==> src/rtl/sparse_mult_pkg.sv <==
// sparse_mult_pkg: lane geometry, pass length, default column mask and FSM states.
// Shared by sparse_mult_by_A and sparse_mult_by_at.
package sparse_mult_pkg;
  localparam int LANE_WIDTH = 32;
  localparam int NUM_LANES = 3;
  localparam int A_LEN = 11;
  localparam logic [A_LEN-1:0] DEFAULT_COL_MASK = 11'b100_0000_0000;
  typedef logic [LANE_WIDTH-1:0] lane_word_t;
  typedef enum logic {IDLE, EMIT} at_state_t;
  function automatic logic [NUM_LANES*LANE_WIDTH-1:0] pack_lanes(input lane_word_t l2, input lane_word_t l1, input lane_word_t l0);
    return {l2, l1, l0};
  endfunction
endpackage

==> src/rtl/sparse_skid_buffer.sv <==
// sparse_skid_buffer: one-entry holding register that parks a word accepted while a pass is still running.
module sparse_skid_buffer #(
  parameter int WIDTH = 96
) (
  input  logic             i_clock,
  input  logic             i_reset,
  input  logic             i_push,
  input  logic             i_pop,
  input  logic [WIDTH-1:0] i_data,
  output logic [WIDTH-1:0] o_data,
  output logic             o_full
);
  import sparse_mult_pkg::*;
  logic full_q, full_d;
  logic [WIDTH-1:0] data_q, data_d;
  always_comb begin
    full_d = i_push || (full_q && !i_pop);
    data_d = i_push ? i_data : data_q;
  end
  always_ff @(posedge i_clock) begin
    if (i_reset) begin
      full_q <= 1'b0;
      data_q <= '0;
    end else begin
      full_q <= full_d;
      data_q <= data_d;
    end
  end
  assign o_data = data_q;
  assign o_full = full_q;
endmodule

==> src/rtl/sparse_mult_by_at.sv <==
// sparse_mult_by_at: multiplies one packed word by A^T, emitting an A_LEN-beat pass (beat k = word if COL_MASK[k]).
// SPARSE_MULT_AT_SKID_EN adds a one-entry input skid so back-to-back passes run without a bubble.
module sparse_mult_by_at #(
  parameter int WIDTH = sparse_mult_pkg::LANE_WIDTH * sparse_mult_pkg::NUM_LANES,
  parameter int A_LEN = sparse_mult_pkg::A_LEN,
  parameter logic [A_LEN-1:0] COL_MASK = sparse_mult_pkg::DEFAULT_COL_MASK
) (
  input  logic             i_clock,
  input  logic             i_reset,
  input  logic [WIDTH-1:0] i_input_data,
  input  logic             i_input_valid,
  output logic             o_input_ready,
  output logic [WIDTH-1:0] o_output_data,
  output logic             o_output_valid,
  input  logic             i_output_ready,
  output logic             o_output_last
);
  import sparse_mult_pkg::*;
  localparam int CW = (A_LEN > 1) ? $clog2(A_LEN) : 1;
  at_state_t state_q, state_d;
  logic [CW-1:0] cnt_q, cnt_d;
  logic [WIDTH-1:0] hold_q, hold_d;
  logic ready_q, ready_d;
  logic in_xfer, out_xfer, beat_last, pass_done, refill;
  logic [WIDTH-1:0] refill_data;
  assign in_xfer = i_input_valid && ready_q;
  assign beat_last = cnt_q == CW'(A_LEN - 1);
  assign out_xfer = (state_q == EMIT) && i_output_ready;
  assign pass_done = out_xfer && beat_last;
`ifdef SPARSE_MULT_AT_SKID_EN
  logic skid_push, skid_pop, skid_full;
  logic [WIDTH-1:0] skid_data;
  // Ready is registered as !full, so an accepted word always finds the skid empty.
  assign skid_push = in_xfer && (state_q == EMIT) && !pass_done;
  assign skid_pop = pass_done && skid_full;
  assign refill = pass_done && (skid_full || in_xfer);
  assign refill_data = skid_full ? skid_data : i_input_data;
  sparse_skid_buffer #(.WIDTH(WIDTH)) u_skid (
    .i_clock(i_clock),
    .i_reset(i_reset),
    .i_push (skid_push),
    .i_pop  (skid_pop),
    .i_data (i_input_data),
    .o_data (skid_data),
    .o_full (skid_full)
  );
`else
  assign refill = 1'b0;
  assign refill_data = i_input_data;
`endif
  always_comb begin
    state_d = state_q;
    cnt_d = cnt_q;
    hold_d = hold_q;
    if (state_q == IDLE && in_xfer) begin
      state_d = EMIT;
      cnt_d = '0;
      hold_d = i_input_data;
    end else if (pass_done) begin
      state_d = refill ? EMIT : IDLE;
      cnt_d = '0;
      hold_d = refill ? refill_data : hold_q;
    end else if (out_xfer) begin
      cnt_d = cnt_q + 1'b1;
    end
`ifdef SPARSE_MULT_AT_SKID_EN
    ready_d = !(skid_push || (skid_full && !skid_pop));
`else
    ready_d = state_d == IDLE;
`endif
  end
  always_ff @(posedge i_clock) begin
    if (i_reset) begin
      state_q <= IDLE;
      cnt_q <= '0;
      hold_q <= '0;
      ready_q <= 1'b0;
    end else begin
      state_q <= state_d;
      cnt_q <= cnt_d;
      hold_q <= hold_d;
      ready_q <= ready_d;
    end
  end
  assign o_input_ready = ready_q;
  assign o_output_valid = state_q == EMIT;
  assign o_output_data = (o_output_valid && COL_MASK[cnt_q]) ? hold_q : '0;
  assign o_output_last = o_output_valid && beat_last;
endmodule

==> config.mk <==
export PLATFORM = sky130hd
export DESIGN_NAME = sparse_mult_by_at
export DESIGN_NICKNAME = d
export VERILOG_FILES = /design/src/rtl/sparse_mult_pkg.sv /design/src/rtl/sparse_skid_buffer.sv /design/src/rtl/sparse_mult_by_at.sv
export SDC_FILE = /design/constraint.sdc
export NUM_CORES = 1
export LEC_CHECK = 0
export BUFFER_PORTS_ARGS = -buffer_cell sky130_fd_sc_hd__clkbuf_2
export CAP_MARGIN = 25
export CORE_MARGIN = 10
export CORE_UTILIZATION = 52
export CTS_BUF_LIST = sky130_fd_sc_hd__clkbuf_8
export DETAILED_ROUTE_END_ITERATION = 12
export GPL_TIMING_DRIVEN = 0
export PLACE_DENSITY = 0.93
export SLEW_MARGIN = 40
export SYNTH_ARGS = -nofsm -noshare
export SYNTH_HDL_FRONTEND = slang
export SYNTH_HIERARCHICAL = 1
export SYNTH_SLANG_ARGS = --single-unit
==> constraint.sdc <==
create_clock -name i_clock -period 4.1 [get_ports i_clock]
set_input_delay 0.41 -clock i_clock [delete_from_list [all_inputs] [get_ports i_clock]]
set_output_delay 0.41 -clock i_clock [all_outputs]
set_load 0.005 [all_outputs]
After elaboration in Yosys (flattened, before gate mapping)
Memory sizes are Yosys's and may differ from the RTL's. A register that Yosys moved wholly into a read port is not among the register bits.
Cells that the tools add are included.
{"block": "op_classes", "add_sub_neg": 1, "order_cmp": 1, "n_eq_ne": 1, "n_mux": 6, "bitwise_logic": 2, "n_reduce_logical": 7}
{"op": "$mux W96", "n": 1}
{"op": "$mux W4", "n": 2}
{"op": "$logic_and A1 B1 Y1", "n": 6}
{"op": "$lt A4 B5 Y1 const B", "n": 1}
{"op": "$add A4 B1 Y4 const B", "n": 1}
{"op": "$eq A4 B4 Y1 const B", "n": 1}
{"op": "$mux W1", "n": 3}
{"op": "$reduce_or A3 Y1", "n": 1}
{"op": "$not A1 Y1", "n": 2}
{"block": "word_totals", "regBits": 102, "romBits": 16, "input_bits": 100, "output_inout_bits": 99, "n_memories": 1}
{"name": "(no name shown)", "words": 16, "word_bits": 1, "rd": 1, "rd_clocked_by_memory_dff": 1, "wr": 0, "line": "sparse_mult_by_at.sv:87", "source": "assign o_output_data = (o_output_valid && COL_MASK[cnt_q]) ? hold_q : '0;"}

Logic depth before layout (Yosys ltp)
Gate-level depths: netlist (run 1).
{"block": "logic_depth", "ltp_word": 5, "depth_mapped": 6}

Worst setup path after synthesis (run 1)
OpenSTA, ideal clock, no wires.
{"block": "synth_timing", "path_kind": "register to output", "startpoint": "register state_q (netlist: o_output_valid)", "endpoint": "output port o_output_data[78]", "arrival_time_ps": 1062, "slack_ps": 2628, "stages_incl_launch_ff": 4, "path_buffers": 2, "path_cell_list": "dfxtp_1 > clkbuf_1 > clkbuf_1 > and3_1"}
{"block": "synth_via", "elab_chain_len": 2}
{"item": "from (decl)", "line": "sparse_mult_by_at.sv:20", "source": "at_state_t state_q, state_d;"}
{"item": "from (signal assigned)", "line": "sparse_mult_by_at.sv:79", "source": "state_q <= state_d;"}
{"item": "$logic_and A1 B1 Y1", "line": "sparse_mult_by_at.sv:87"}
{"item": "$mux W96", "line": "sparse_mult_by_at.sv:87"}
{"item": "to (decl)", "line": "sparse_mult_by_at.sv:13", "source": "output logic [WIDTH-1:0] o_output_data,"}
Every way passes these cells.

Worst setup path in the final report (run 1)
{"block": "layout_timing", "startpoint": "register state_q (netlist: o_output_valid)", "endpoint": "output port o_output_last"}
{"block": "layout_via", "elab_chain_len": 1}
{"item": "$logic_and A1 B1 Y1", "line": "sparse_mult_by_at.sv:88", "source": "assign o_output_last = o_output_valid && beat_last;"}
{"item": "to (decl)", "line": "sparse_mult_by_at.sv:16", "source": "output logic o_output_last"}
Every way passes these cells.

==> out/qor.yml, run 1 <==
whs_ns: 0.2538
min_from: "i_input_data[91]"
nets: 878
critPathRequiredTime_ns: 3.69
synth_fp_nets: 670
wl_met1_um: 5722
clk_pin_slew_worst_paths_ns: 0.11
min_to: "hold_q[91]$_SDFFE_PP0P_"
grt_max_degree: 18
drt_iter0_drc: 227
grtUsageTotal_pct: 21.02
fmax_mhz: 410.4
ys_ff_latch: 103
reg2reg_slack_ns: 2.55
avgSynthCellArea_um2: 7.507
vdd_drop_max_v: 0.0002435
drcViolationCount: 0
finalSetupViolCount: 0
mostFrequentLayoutCell: "clkbuf_2"
yosys_warnings: 6
via_per_inst: 5.149
fin_cells: 883
synth.area.top_cells: "dfxtp_1 (48%), nand2_1 (17%), and3_1 (14%)"
holdPathStages: 3
critPathSlowestCell: "clkbuf_1"
finalClockSkew_ns: 0.01107
tightest_slew_ns: 0.5947
multi_input_area_um2: 1972
dp_hpwl_um: 10640
share_comb_of_total_power_pct: 10.2
arrival_ns: 2.03
fin_tns_setup_ns: 0
rsz0062_at_grt: "false"
core_area_um2: 7848
clock-root-buffer: "clkbuf_8"
clock_latency_ns: 0.36
die-width_um: 110.6
num_antenna_cells: 0
critPathLaunch: "o_output_valid$_SDFF_PP0_"
wire_per_inst_um: 15.53
dp_cells: 867
hold_class: "in -> reg"
yosysTopAreaCell: "dfxtp_1"
outcome: "finished clean"
wl_met3_um: 1160
p_sw_w: 0.0005072
swShare_pct: 25.11
hold_viol: 0
pre_cts_slack_ns: 2.047
vias: 4547
final_cell_mix: "clkbuf_2 (197), nand2_1 (192), dfxtp_1 (103)"
synth_area_um2: 4264
slowest_delay_ns: 0.50
io_buffers: 197
layout_min_cycle_time_ns: 2.437
grt_pass1_vias: 4460
hold_buffers: 0
areaGrowthSynthToFinish_pct: 31.69
crit_fanout: 10
ys_seq_area_share_pct: 48.36
cts_setup_buffers: 0
grt_pass1_wl_um: 21890
ctsLongestPathBuffers: 2
antenna_found_initial: 0
first_pass_iters: 5
crit_path_start_kind: "flip-flop"
syn_inst: 568
yosys.cell_types.count: 23
postRouteAntennaNets: 0
path_class: "reg -> out"
drv_slew: 0
num_rows: 32
cts_tree: "yes"
r2r-start: "o_output_valid$_SDFF_PP0_"
seqPwrFrac_pct: 52.9
power_density_nw_per_um2: 359.8
final.setup.worst_slack_ns: 1.663
period_share_pct: 59.43
regArea_um2: 2062
power_leakage_nw: 2.838
relSlewSlack_pct: 60.36
cts_made_buffers: 9
met2_length_um: 6485
end_kind: "output pin"
gp_congestion: 0.8355
start_util_pct: 54.34
synth_top_area_share_pct: 48.36
power_w: 0.002020
ff2ff_path_depth: 3
grt-ovfl-total: 0
drive_gt1_share_pct: 29.07
cts_resized: 0
crit_chain: "clkbuf_1, clkbuf_1, inv_1, nor2_1, clkbuf_2"
cp_common_cell: "clkbuf_1"
die-area_um2: 12220
max_cap_violations: 0
nFillCells: 660
internal-power_w: 0.001513
highest_layer: "met4"
clock_sinks: 103
die_h_um: 110.6
ios: 199
clkPwrFrac_pct: 36.9
routed_wl_um: 13720
htree_levels: 3
final cells by class:
type | instances | area share [%]
Timing Repair Buffer | 197 | 17.56
Sequential cell | 103 | 36.72
Buffer | 53 | 3.899
Inverter | 3 | 0.2005
Tap cell | 102 | 2.273
Clock buffer | 11 | 2.696
Multi-Input combinational cell | 409 | 35.12
Clock inverter | 5 | 1.537
metrics by stage:
step / area, um2 / util [%]
final: 5615 / 71.56
after detailed placement: 5378 / 68.53
after floorplan: 4264 / -
after global placement: 5378 / 68.53
after CTS: 5615 / 71.56
after global routing: 5615 / 71.56
synth_stat cells, drive strengths merged:
| cell type | count |
|---|---|
| or3 | 1 |
| o21ai | 1 |
| xor2 | 1 |
| and3 | 97 |
| buf | 15 |
| a2111oi | 1 |
| ha | 2 |
| nand3b | 2 |
| nand3 | 2 |
| dfxtp | 103 |
| inv | 3 |
| a21oi | 99 |
| o21a | 1 |
| clkbuf | 38 |
| nor3 | 2 |
| o211ai | 1 |
| nand2 | 193 |
| and3b | 1 |
| nor2 | 4 |
| xnor2 | 1 |
metal layers:
layer	vias to the layer above	track usage [%]
met5	-	0
met4	0	9.413
met3	31	7.347
met2	186	33.69
met1	2038	24.72
li1	2292	-
critical path: cells and delay by family (launching register included):
kind / cells / cell delay [ns]
buf+inv: 4 / 1.08
simple gates: 1 / 0.15
flops: 1 / 0.44
sequential cells by signal, summed over array words and instances (netlist names), named ones only:
| register | cells |
|---|---|
| hold_q | 96 |
| o_input_ready | 1 |
| cnt_q | 4 |
| o_output_valid | 1 |
kinds of logic after synthesis:
family	count (synthesis)	synth area share, %
buf+inv	56	5.399
xor+xnor	2	0.4109
compound gates	103	12.44
fa+ha+maj	2	0.5868
flops	103	48.36
simple gates	302	32.81
power groups by stage:
stage	Combinational, W	Sequential, W	Clock (W)
final	0.000206	0.00107	0.000745
after global routing	0.000233	0.00107	0.000791
after CTS	0.000206	0.00107	0.000747
after detailed placement	0.000205	0.00109	0
after global placement	0.000196	0.00109	0
after floorplan	0.000119	0.00109	0
how the worst max path moves through the flow:
stage                        end  slack (ns)  cells after the start
4_1_cts            o_output_last        1.64                      5
6_report           o_output_last        1.66                      5
3_5_place_dp       o_output_last        2.05                      5
5_1_grt            o_output_last        1.52                      5
3_3_place_gp   o_output_data[67]        2.07                      4
2_1_floorplan  o_output_data[78]        2.63                      3
(Power assumes the default switching activity.)
==> inputs of run 2 (changes only) <==
--- a/config.mk
+++ b/config.mk
@@ -8,11 +8,11 @@
 export BUFFER_PORTS_ARGS = -buffer_cell sky130_fd_sc_hd__clkbuf_2
 export CAP_MARGIN = 25
 export CORE_MARGIN = 10
-export CORE_UTILIZATION = 52
+export CORE_UTILIZATION = 43
 export CTS_BUF_LIST = sky130_fd_sc_hd__clkbuf_8
 export DETAILED_ROUTE_END_ITERATION = 12
 export GPL_TIMING_DRIVEN = 0
-export PLACE_DENSITY = 0.93
+export PLACE_DENSITY = 0.83
 export SLEW_MARGIN = 40
 export SYNTH_ARGS = -nofsm -noshare
 export SYNTH_HDL_FRONTEND = slang
==> constraint.sdc (replaced) <==
create_clock -name i_clock -period 2.15 [get_ports i_clock]
set_input_delay 0.215 -clock i_clock [delete_from_list [all_inputs] [get_ports i_clock]]
set_output_delay 0.215 -clock i_clock [all_outputs]
set_load 0.005 [all_outputs]
==> out/qor.yml, run 2 (synthesis gave the netlist of run 1 again) <==
crit_path_start_kind: "flip-flop"
ff2ff_path_depth: 5
first_pass_iters: 4
reg2reg_slack_ns: 0.55
start_util_pct: 43.83
crit_chain: "clkbuf_2, clkbuf_1, and3_1, clkbuf_2"
finalSetupViolCount: 0
hold_class: "in -> reg"
antenna_found_initial: 1
period_share_pct: 92.61
holdPathStages: 3
layout_min_cycle_time_ns: 1.991
die-area_um2: 14300
die-width_um: 119.6
vias: 4436
htree_levels: 3
cp_common_cell: "clkbuf_2"
postRouteAntennaNets: 0
grt-ovfl-total: 0
grtUsageTotal_pct: 17.89
ios: 199
r2r-start: "o_output_valid$_SDFF_PP0_"
reg_top3: "hold_q x96, cnt_q x4"
final.setup.worst_slack_ns: 0.1589
drt_iter0_drc: 219
cp_top_family: "buffers and inverters"
relSlewSlack_pct: 66.34
crit_fanout: 10
num_rows: 36
routed_wl_um: 13430
cts_tree: "yes"
finalClockSkew_ns: 0.009182
power_density_nw_per_um2: 625.2
end_kind: "output pin"
areaGrowthSynthToFinish_pct: 31.10
max_cap_violations: 0
dp_hpwl_um: 10170
largest_reg_flops: 96
gp_congestion: 0.8081
drv_slew: 0
slowest_delay_ns: 0.42
fin_tns_setup_ns: 0
ctsLongestPathBuffers: 2
hold_buffers: 0
critPathSlowestCell: "dfxtp_1"
critPathRequiredTime_ns: 1.93
via_per_inst: 4.853
mostFrequentLayoutCell: "clkbuf_2"
rsz0062_at_grt: "false"
clk_pin_slew_worst_paths_ns: 0.10
path_class: "reg -> out"
arrival_ns: 1.78
cts_setup_buffers: 0
min_from: "i_input_data[0]"
fmax_mhz: 502.2
min_to: "hold_q[0]$_SDFFE_PP0P_"
nets: 878
clock-root-buffer: "clkbuf_8"
wire_per_inst_um: 14.70
reg2reg_to: "hold_q[48]$_SDFFE_PP0P_"
hold_viol: 0
cts_made_buffers: 9
io_buffers: 197
whs_ns: 0.06458
vdd_drop_max_v: 0.0003461
grt_max_degree: 17
pre_cts_slack_ns: 0.3299
cts_resized: 2
crit_buf_inv: 3
final_cell_mix: "clkbuf_2 (203), nand2_1 (192), dfxtp_1 (103)"
core_area_um2: 9729
clock_latency_ns: 0.36
tightest_slew_ns: 0.5049
clock_sinks: 103
drive_gt1_share_pct: 29.49
largest_register: "hold_q"
outcome: "finished clean"
drcViolationCount: 0
grt_pass1_vias: 4390
die_h_um: 119.6
power_leakage_nw: 2.822
grt_pass1_wl_um: 21630
-- run 2: per-stage QoR --
step | utilization [%] | area [um2] | instances | power, W
after global routing | 57.46 | 5590 | 914 | 0.003672
after detailed placement | 55.67 | 5416 | 898 | 0.002473
final | 57.46 | 5590 | 914 | 0.003495
after CTS | 57.38 | 5583 | 913 | 0.003538
after global placement | 55.67 | 5416 | 898 | 0.002462
after floorplan | - | 4264 | 568 | 0.002296
-- run 2: cell type report --
class                           count  area [um2]
Clock buffer                        9       123.9
Tap cell                          133       166.4
Fill cell                         993        4139
Timing Repair Buffer              197       985.9
Sequential cell                   103        2062
Antenna cell                        1       2.502
Buffer                             53       226.5
Clock inverter                      6       40.04
Inverter                            3       11.26
Multi-Input combinational cell    409        1972
-- run 2: layer usage --
metal,vias to the layer above,track usage (%),share of wire (%)
met5,-,0,0
li1,2296,-,-
met4,0,5.958,1.4
met3,14,7.314,9.4
met2,149,28.85,46
met1,1977,21.17,43
-- run 2: how the worst max path moves through the flow --
stage	start	slack [ns]	cells after the start	end
floorplan	cnt_q[0]$_SDFFE_PP0N_	0.86	5	flip-flop
global placement	o_output_valid$_SDFF_PP0_	0.33	4	o_output_data[80]
detailed placement	o_output_valid$_SDFF_PP0_	0.33	4	o_output_data[2]
CTS	o_output_valid$_SDFF_PP0_	0.07	4	o_output_data[69]
global route	o_output_valid$_SDFF_PP0_	0.02	4	o_output_data[2]
finish	o_output_valid$_SDFF_PP0_	0.16	4	o_output_data[2]
-- run 2: worst register-to-register path, cell delays in order, from the launching register on --
cell and delay (ns):
dfxtp_1 0.42, nand3b_1 0.34, buf_4 0.27, buf_2 0.24
nand2_1 0.08, a21oi_1 0.18
-- run 2: where the power goes --
part / switching (W) / total (W) / internal [W] / leakage [nW]
registers: 0.0000390 / 0.00204 / 0.00200 / 0.838
clock network: 0.000655 / 0.00107 / 0.000414 / 0.0843
logic: 0.000236 / 0.000391 / 0.000156 / 1.90
